`config.mk`:
```
export PLATFORM = sky130hd
export DESIGN_NAME = ram2048x8_arbiter_flat
export DESIGN_NICKNAME = d
export VERILOG_FILES = /design/src/rtl/ram2048x8_arbiter_pkg.sv /design/src/rtl/ram2048x8_arbiter_if.sv /design/src/rtl/ram2048x8_arbiter_rr_arb2.sv /design/src/rtl/ram2048x8_arbiter.sv /design/src/flat_wrapper.sv
export SDC_FILE = /design/constraint.sdc
export NUM_CORES = 1
export LEC_CHECK = 0
export BUFFER_PORTS_ARGS = -buffer_cell sky130_fd_sc_hd__buf_4
export CAP_MARGIN = 20
export CORE_MARGIN = 4
export CORE_UTILIZATION = 43
export CTS_CLUSTER_DIAMETER = 150
export DETAILED_ROUTE_END_ITERATION = 10
export GPL_TIMING_DRIVEN = 0
export PLACE_DENSITY = 0.73
export SLEW_MARGIN = 20
export SYNTH_ARGS = -nofsm -noshare
export SYNTH_HDL_FRONTEND = slang
export SYNTH_SLANG_ARGS = --single-unit
```
`constraint.sdc`:
```
create_clock -name Clk -period 1.8 [get_ports Clk]
set_input_delay 0.18 -clock Clk [delete_from_list [all_inputs] [get_ports Clk]]
set_output_delay 0.18 -clock Clk [all_outputs]
set_load 0.01 [all_outputs]
```
`src/rtl/ram2048x8_arbiter_pkg.sv`:
```
// ram_arb_pkg: shared constants and types for the 2048x8 RAM arbiter slice.
//   ADDR_W / DATA_W / DEPTH : RAM geometry (DEPTH must equal 2**ADDR_W)
//   arb_state_t             : CLEAR (init sweep) / RUN (arbitrating)
//   req_t                   : one requester's access {we, addr, wd}
package ram_arb_pkg;

    localparam int ADDR_W = 11;
    localparam int DATA_W = 8;
    localparam int DEPTH  = 2048;

    typedef enum logic {
        CLEAR = 1'b0,
        RUN   = 1'b1
    } arb_state_t;

    typedef struct packed {
        logic              we;
        logic [ADDR_W-1:0] addr;
        logic [DATA_W-1:0] wd;
    } req_t;

endpackage

```
`src/rtl/ram2048x8_arbiter_if.sv`:
```
// ram2048x8_arbiter_if: client request/return signals plus the RAM port bundle.
//   slave  : the arbiter (drives Gnt*, RdVld*, RdData, Busy, RAM_WA/WD/WEN/RA)
//   master : clients + RAM (drive Req*, We*, Addr*, WD*, RAM_RD)
interface ram2048x8_arbiter_if;
    import ram_arb_pkg::*;

    logic              Req0, Req1;
    logic              We0, We1;
    logic [ADDR_W-1:0] Addr0, Addr1;
    logic [DATA_W-1:0] WD0, WD1;
    logic              Gnt0, Gnt1;
    logic              RdVld0, RdVld1;
    logic [DATA_W-1:0] RdData;
    logic              Busy;
    logic [ADDR_W-1:0] RAM_WA;
    logic [DATA_W-1:0] RAM_WD;
    logic              RAM_WEN;
    logic [ADDR_W-1:0] RAM_RA;
    logic [DATA_W-1:0] RAM_RD;

    modport slave (
        input  Req0, Req1, We0, We1, Addr0, Addr1, WD0, WD1, RAM_RD,
        output Gnt0, Gnt1, RdVld0, RdVld1, RdData, Busy,
               RAM_WA, RAM_WD, RAM_WEN, RAM_RA
    );

    modport master (
        output Req0, Req1, We0, We1, Addr0, Addr1, WD0, WD1, RAM_RD,
        input  Gnt0, Gnt1, RdVld0, RdVld1, RdData, Busy,
               RAM_WA, RAM_WD, RAM_WEN, RAM_RA
    );

endinterface

```
`src/rtl/ram2048x8_arbiter_rr_arb2.sv`:
```
// rr_arb2: two-way round-robin grant with a last-grant pointer.
//   Clk, Rst_n : clock, async active-low reset
//   en         : grants allowed this cycle
//   req[1:0]   : requests
//   gnt[1:0]   : combinational one-hot (or zero) grant
// ptr holds the index last granted; it resets to 1 so requester 0 wins the
// first contended cycle.
module rr_arb2 (
    input  logic       Clk,
    input  logic       Rst_n,
    input  logic       en,
    input  logic [1:0] req,
    output logic [1:0] gnt
);

    logic ptr;

    assign gnt[0] = en & req[0] & (~req[1] | ptr);
    assign gnt[1] = en & req[1] & (~req[0] | ~ptr);

    always_ff @(posedge Clk or negedge Rst_n) begin
        if (!Rst_n)      ptr <= 1'b1;
        else if (gnt[1]) ptr <= 1'b1;
        else if (gnt[0]) ptr <= 1'b0;
    end

endmodule

```
`src/rtl/ram2048x8_arbiter.sv`:
```
// ram2048x8_arbiter: shares one 2048x8 simple dual-port RAM (1-cycle registered
// read) between two requesters, one access per cycle, round-robin.
//   Clk, Rst_n : single clock (RAM clocks tied to it), async active-low reset
//   io (slave) : Req/We/Addr/WD 0/1 in, Gnt0/1 (comb), RdVld0/1, RdData, Busy,
//                RAM_WA/RAM_WD/RAM_WEN/RAM_RA out, RAM_RD in
// Build option RAM_ARB_INIT_CLEAR_EN: after reset, sweep zeros into every
// address (Busy=1, no grants) before arbitrating. Without it, reset goes
// straight to RUN and Busy stays 0.
module ram2048x8_arbiter
    import ram_arb_pkg::*;
(
    input  logic                 Clk,
    input  logic                 Rst_n,
    ram2048x8_arbiter_if.slave   io
);

`ifdef RAM_ARB_INIT_CLEAR_EN
    // The clear sweep starts out of reset with address 0 already on the RAM
    // port, so DEPTH writes occupy exactly DEPTH cycles.
    localparam arb_state_t RST_STATE = CLEAR;
    localparam logic       RST_BUSY  = 1'b1;
`else
    localparam arb_state_t RST_STATE = RUN;
    localparam logic       RST_BUSY  = 1'b0;
`endif

    arb_state_t        state;
    logic              busy_q;
    logic [1:0]        gnt;
    logic              run;
    logic              acc;
    req_t              r0, r1, sel;

    logic [ADDR_W-1:0] wa_q, ra_q;
    logic [DATA_W-1:0] wd_q;
    logic              wen_q;
    // stage 1 of the read tag: read issued to RAM this cycle, and its source
    logic              rd_v1, rd_src1;
    // stage 2: the registered return strobes
    logic              vld0_q, vld1_q;

    // Gate with reset so no accept strobe escapes while held in reset.
    assign run = (state == RUN) & Rst_n;

    rr_arb2 u_arb (
        .Clk   (Clk),
        .Rst_n (Rst_n),
        .en    (run),
        .req   ({io.Req1, io.Req0}),
        .gnt   (gnt)
    );

    assign r0  = '{we: io.We0, addr: io.Addr0, wd: io.WD0};
    assign r1  = '{we: io.We1, addr: io.Addr1, wd: io.WD1};
    assign sel = gnt[1] ? r1 : r0;
    assign acc = |gnt;

    always_ff @(posedge Clk or negedge Rst_n) begin
        if (!Rst_n) begin
            state   <= RST_STATE;
            busy_q  <= RST_BUSY;
            wen_q   <= RST_BUSY;
            wa_q    <= '0;
            wd_q    <= '0;
            ra_q    <= '0;
            rd_v1   <= 1'b0;
            rd_src1 <= 1'b0;
            vld0_q  <= 1'b0;
            vld1_q  <= 1'b0;
        end else begin
            vld0_q <= rd_v1 & ~rd_src1;
            vld1_q <= rd_v1 &  rd_src1;
            rd_v1  <= 1'b0;
            case (state)
                CLEAR: begin
                    wd_q <= '0;
                    if (wa_q == ADDR_W'(DEPTH - 1)) begin
                        state  <= RUN;
                        busy_q <= 1'b0;
                        wen_q  <= 1'b0;
                    end else begin
                        wa_q <= wa_q + 1'b1;
                    end
                end
                RUN: begin
                    wen_q <= acc & sel.we;
                    if (acc & sel.we) begin
                        wa_q <= sel.addr;
                        wd_q <= sel.wd;
                    end
                    // RA holds between reads
                    if (acc & ~sel.we) ra_q <= sel.addr;
                    rd_v1   <= acc & ~sel.we;
                    rd_src1 <= gnt[1];
                end
                default: state <= RUN;
            endcase
        end
    end

    assign io.Gnt0    = gnt[0];
    assign io.Gnt1    = gnt[1];
    assign io.RdVld0  = vld0_q;
    assign io.RdVld1  = vld1_q;
    assign io.RdData  = io.RAM_RD;
    assign io.Busy    = busy_q;
    assign io.RAM_WA  = wa_q;
    assign io.RAM_WD  = wd_q;
    assign io.RAM_WEN = wen_q;
    assign io.RAM_RA  = ra_q;

endmodule
```
`src/flat_wrapper.sv`:
```
// flat-port wrapper written by rule: the top's interface ports become plain ports
module ram2048x8_arbiter_flat import ram_arb_pkg::*;
  (Clk, Rst_n, io_Req0, io_Req1, io_We0, io_We1, io_Addr0, io_Addr1, io_WD0, io_WD1, io_RAM_RD, io_Gnt0, io_Gnt1, io_RdVld0, io_RdVld1, io_RdData, io_Busy, io_RAM_WA, io_RAM_WD, io_RAM_WEN, io_RAM_RA);
  ram2048x8_arbiter_if io_i ();
  input  logic Clk;
  input  logic Rst_n;
  input wire logic [$bits(io_i.Req0)-1:0] io_Req0;
  input wire logic [$bits(io_i.Req1)-1:0] io_Req1;
  input wire logic [$bits(io_i.We0)-1:0] io_We0;
  input wire logic [$bits(io_i.We1)-1:0] io_We1;
  input wire logic [$bits(io_i.Addr0)-1:0] io_Addr0;
  input wire logic [$bits(io_i.Addr1)-1:0] io_Addr1;
  input wire logic [$bits(io_i.WD0)-1:0] io_WD0;
  input wire logic [$bits(io_i.WD1)-1:0] io_WD1;
  input wire logic [$bits(io_i.RAM_RD)-1:0] io_RAM_RD;
  output wire logic [$bits(io_i.Gnt0)-1:0] io_Gnt0;
  output wire logic [$bits(io_i.Gnt1)-1:0] io_Gnt1;
  output wire logic [$bits(io_i.RdVld0)-1:0] io_RdVld0;
  output wire logic [$bits(io_i.RdVld1)-1:0] io_RdVld1;
  output wire logic [$bits(io_i.RdData)-1:0] io_RdData;
  output wire logic [$bits(io_i.Busy)-1:0] io_Busy;
  output wire logic [$bits(io_i.RAM_WA)-1:0] io_RAM_WA;
  output wire logic [$bits(io_i.RAM_WD)-1:0] io_RAM_WD;
  output wire logic [$bits(io_i.RAM_WEN)-1:0] io_RAM_WEN;
  output wire logic [$bits(io_i.RAM_RA)-1:0] io_RAM_RA;
  assign io_i.Req0 = io_Req0;
  assign io_i.Req1 = io_Req1;
  assign io_i.We0 = io_We0;
  assign io_i.We1 = io_We1;
  assign io_i.Addr0 = io_Addr0;
  assign io_i.Addr1 = io_Addr1;
  assign io_i.WD0 = io_WD0;
  assign io_i.WD1 = io_WD1;
  assign io_i.RAM_RD = io_RAM_RD;
  assign io_Gnt0 = io_i.Gnt0;
  assign io_Gnt1 = io_i.Gnt1;
  assign io_RdVld0 = io_i.RdVld0;
  assign io_RdVld1 = io_i.RdVld1;
  assign io_RdData = io_i.RdData;
  assign io_Busy = io_i.Busy;
  assign io_RAM_WA = io_i.RAM_WA;
  assign io_RAM_WD = io_i.RAM_WD;
  assign io_RAM_WEN = io_i.RAM_WEN;
  assign io_RAM_RA = io_i.RAM_RA;
  ram2048x8_arbiter u_core (.Clk(Clk), .Rst_n(Rst_n), .io(io_i));
endmodule
```
==> results.toml <==
[outcome]
status = "completed"

[yosys]
synth_cell_types = 55
yosys_warnings = 0
ys_async_sr_fraction_pct = 100
syn-num-nets = 255
synth_area_per_cell_sq_um = 11.0
synthFlopType = "dfrtp_1"
synth.ff_latch_count = 37
syn_area_sq_um = 2230
synth_edf_count = 0
ys_seq_area_share_pct = 41.7
synthCells = 202

[grt]
grt.overflow.total = 0
antenna_found_initial = 0
grt_pass1_vias = 2117
grt_first_pass_wirelength_microns = 10400
grt_max_degree = 36
grt_usage_pct = 21.0

[timing]
setup_violations = 0
fmax_ghz = 0.564
finalClockSkew_ns = 0.0119
finalCritPeriodShare_pct = 98.5
grt_setup_unrepaired = "true"
drv_slew = 0
fin_crit_ns = 1.77
hold_viol = 0

[placement]
dpl.hpwl_microns = 4540
gp_congestion = 0.930
postPlaceCellArea_sq_um = 2960
dp.cells = 355
place.port_buffers = 86

[routing]
wl_microns = 6650
drtIter0Drc = 99
viasPerCell = 5.48
route.detailed.wl_per_inst_microns = 17.3
drc = 0
drt_first_pass_iters = 4
vias = 2103
antenna_left = 0

[critical_path]
worstPathRequired_ns = 1.97
reg2reg_slack_ns = 0.03
cp_max_fo = 5
worstSetupStartpointType = "flip-flop"
slowest_delay_ns = 0.57
cp_slowest_cell = "dfstp_2"
cp.depth = 5
crit_buf_inv = 1
end_kind = "flip-flop"
cp_data_arrival_time_ns = 1.94
cp_top_family = "flip-flops"
reg2regPathDepth = 5
reg2reg_from = "u_core.u_arb.ptr"
reg2reg_to = "u_core.io.RAM_RA[0]"
cp-startpoint = "u_core.u_arb.ptr"
worstPathCellList = "a21boi_4 -> and3_4 -> a211oi_4 -> buf_6 -> mux2_4"
criticalPathCategory = "reg -> reg"
cp-endpoint = "u_core.io.RAM_RA[0]"

[die]
chipWidth_microns = 80.0
start_util_pct = 45.6
core-area_sq_um = 4880
ios = 96
die_area_sq_um = 6390
rows = 25
die_h_microns = 80.0

[layout]
final_area_sq_um = 3400
final_util_pct = 69.7
final_cell_mix = "buf_4, dfrtp_1, mux2i_1"
nets = 369
fin_cells = 384
num_antenna_cells = 0
syn_to_final_growth_pct = 52.7
layout-drive-gt1-share_pct = 56.2
final_common_cell = "buf_4"

[hold_path]
hold_path.class = "in -> reg"

[clock_network]
cts_root_buf = "clkbuf_8"
cts_tree = "done"
cts_buffers = 5
clockBufferDepth = 2
htreeDepth = 2
clkLatencyLatePin_ns = 0.29
cts.sinks = 37
clkTransAtPathRegs_ns = 0.08

[pwr]
p_comb_share_pct = 10.3
power_frac_clock_pct = 43.0
p_seq_share_pct = 46.8
sw_frac_of_total_pct = 21.7
p_leak_nw = 1.71
switchingPower_uw = 386
vdd_drop_max_v = 0.000296
internal-power_mw = 1.39
p_per_area_nw_per_um2 = 522

[run]
cap_violations = 0
==> metrics by stage <==
| step | power, mW | hold WS [ns] | setup TNS (ns) | setup WS [ns] |
|---|---|---|---|---|
| floorplan | 0.896 | -0.116 | 0 | 0.0156 |
| global placement | 1.01 | 0.189 | -8.82 | -0.380 |
| detailed placement | 1.01 | 0.190 | -9.04 | -0.399 |
| CTS | 1.78 | 0.116 | -0.00136 | -0.00136 |
| global route | 1.84 | 0.150 | -0.115 | -0.0196 |
| finish | 1.78 | 0.137 | 0 | 0.0278 |
==> what timing repair did <==
| item | 4_1_cts | 5_1_grt |
|---|---|---|
| pin swaps | 2 | 6 |
| hold buffers | 2 | 0 |
| setup buffers | 11 | 9 |
| gates resized for setup | 12 | 21 |
| hold endpoints to repair | 35 | 0 |
| setup endpoints to repair | 30 | 29 |
| gates cloned | 1 | 0 |
==> cells in the mapped netlist (2+ instances only) <==
| master | count | share of area (%) |
|---|---|---|
| mux2i_1 | 19 | 8.5 |
| and3_1 | 5 | 1.4 |
| o21ai_0 | 2 | 0.45 |
| dfstp_2 | 2 | 2.4 |
| nand2_1 | 15 | 2.5 |
| nand2b_1 | 3 | 0.84 |
| a221oi_1 | 3 | 1.2 |
| a21boi_0 | 2 | 0.67 |
| o31ai_1 | 2 | 0.67 |
| buf_6 | 2 | 1.0 |
| nand3_1 | 4 | 0.90 |
| a211oi_1 | 3 | 1.0 |
| nor2b_1 | 2 | 0.56 |
| a21o_1 | 3 | 1.0 |
| clkbuf_1 | 3 | 0.51 |
| nor4_1 | 8 | 2.2 |
| o22ai_1 | 3 | 0.84 |
| nand4_1 | 2 | 0.56 |
| buf_4 | 10 | 3.4 |
| inv_1 | 6 | 1.0 |
| nor3_1 | 6 | 1.3 |
| o221ai_1 | 4 | 1.6 |
| dfrtp_1 | 35 | 39 |
| mux2_4 | 8 | 5.4 |
| a21oi_1 | 4 | 0.90 |
| a31oi_1 | 2 | 0.56 |
| nor2_1 | 3 | 0.51 |
| mux2_2 | 9 | 4.6 |
| buf_2 | 2 | 0.45 |
| o21ai_1 | 2 | 0.45 |
| or3_1 | 3 | 0.84 |
| mux2_1 | 2 | 1.0 |
==> metal layers <==
layer	GRT usage, %	vias up	part of all wire (%)
met5	0	-	0
met1	26.4	1010	39
met2	34.5	103	49
met3	5.42	12	9.2
li1	-	978	-
met4	7.43	0	2.6
==> registers in the layout (all words and copies together) (netlist names) <==
| register | count |
|---|---|
| u_core.io.RAM_WA | 11 |
| u_core.io.RdVld1 | 1 |
| u_core.io.RAM_WEN | 1 |
| u_core.io.RAM_RA | 11 |
| u_core.io.RAM_WD | 8 |
| u_core.state | 1 |
| u_core.io.RdVld0 | 1 |
| u_core.rd_v1 | 1 |
| u_core.rd_src1 | 1 |
| u_core.u_arb.ptr | 1 |
==> cell type report <==
type	count	area, sq um
fillers	396	1480
clock inverters	2	37.5
multi-input cells	141	1270
inverters	7	26.3
repair buffers	109	850
plain buffers	15	115
flip-flops and latches	37	933
clock buffers	6	82.6
well taps	67	83.8
==> worst min-delay path by stage <==
stage          startpoint                  end  cells past startpoint
6_report          io_Req0     u_core.u_arb.ptr                      2
2_1_floorplan       Rst_n  u_core.io.RAM_RA[0]                      0
3_3_place_gp        Rst_n  u_core.io.RAM_RA[2]                      1
3_5_place_dp        Rst_n     u_core.io.RdVld1                      1
4_1_cts           io_Req0     u_core.u_arb.ptr                      2
5_1_grt           io_Req0     u_core.u_arb.ptr                      2
==> cell families (layout without fill, tap and decap cells) <==
kind of cell | Yosys count | in the layout | share of synthesized area, %
buffers and inverters | 24 | 139 | 6.52
AOI/OAI and AO/OA | 39 | 39 | 14.9
muxes | 38 | 38 | 19.5
xor gates and xnor gates | 1 | 1 | 0.393
adders and majority gates | 1 | 1 | 0.562
and+or+nand+nor | 61 | 61 | 16.3
other | 1 | 1 | 0.168
DFF | 37 | 37 | 41.7
==> power by group through the flow <==
| stage | sequential [mW] | clock [mW] | combinational [mW] |
|---|---|---|---|
| 2_1_floorplan | 0.847 | 0 | 0.0485 |
| 3_3_place_gp | 0.847 | 0 | 0.165 |
| 3_5_place_dp | 0.847 | 0 | 0.168 |
| 4_1_cts | 0.831 | 0.772 | 0.182 |
| 5_1_grt | 0.831 | 0.810 | 0.201 |
| 6_report | 0.831 | 0.763 | 0.183 |
No activity file was read; power rests on OpenSTA's default activity.
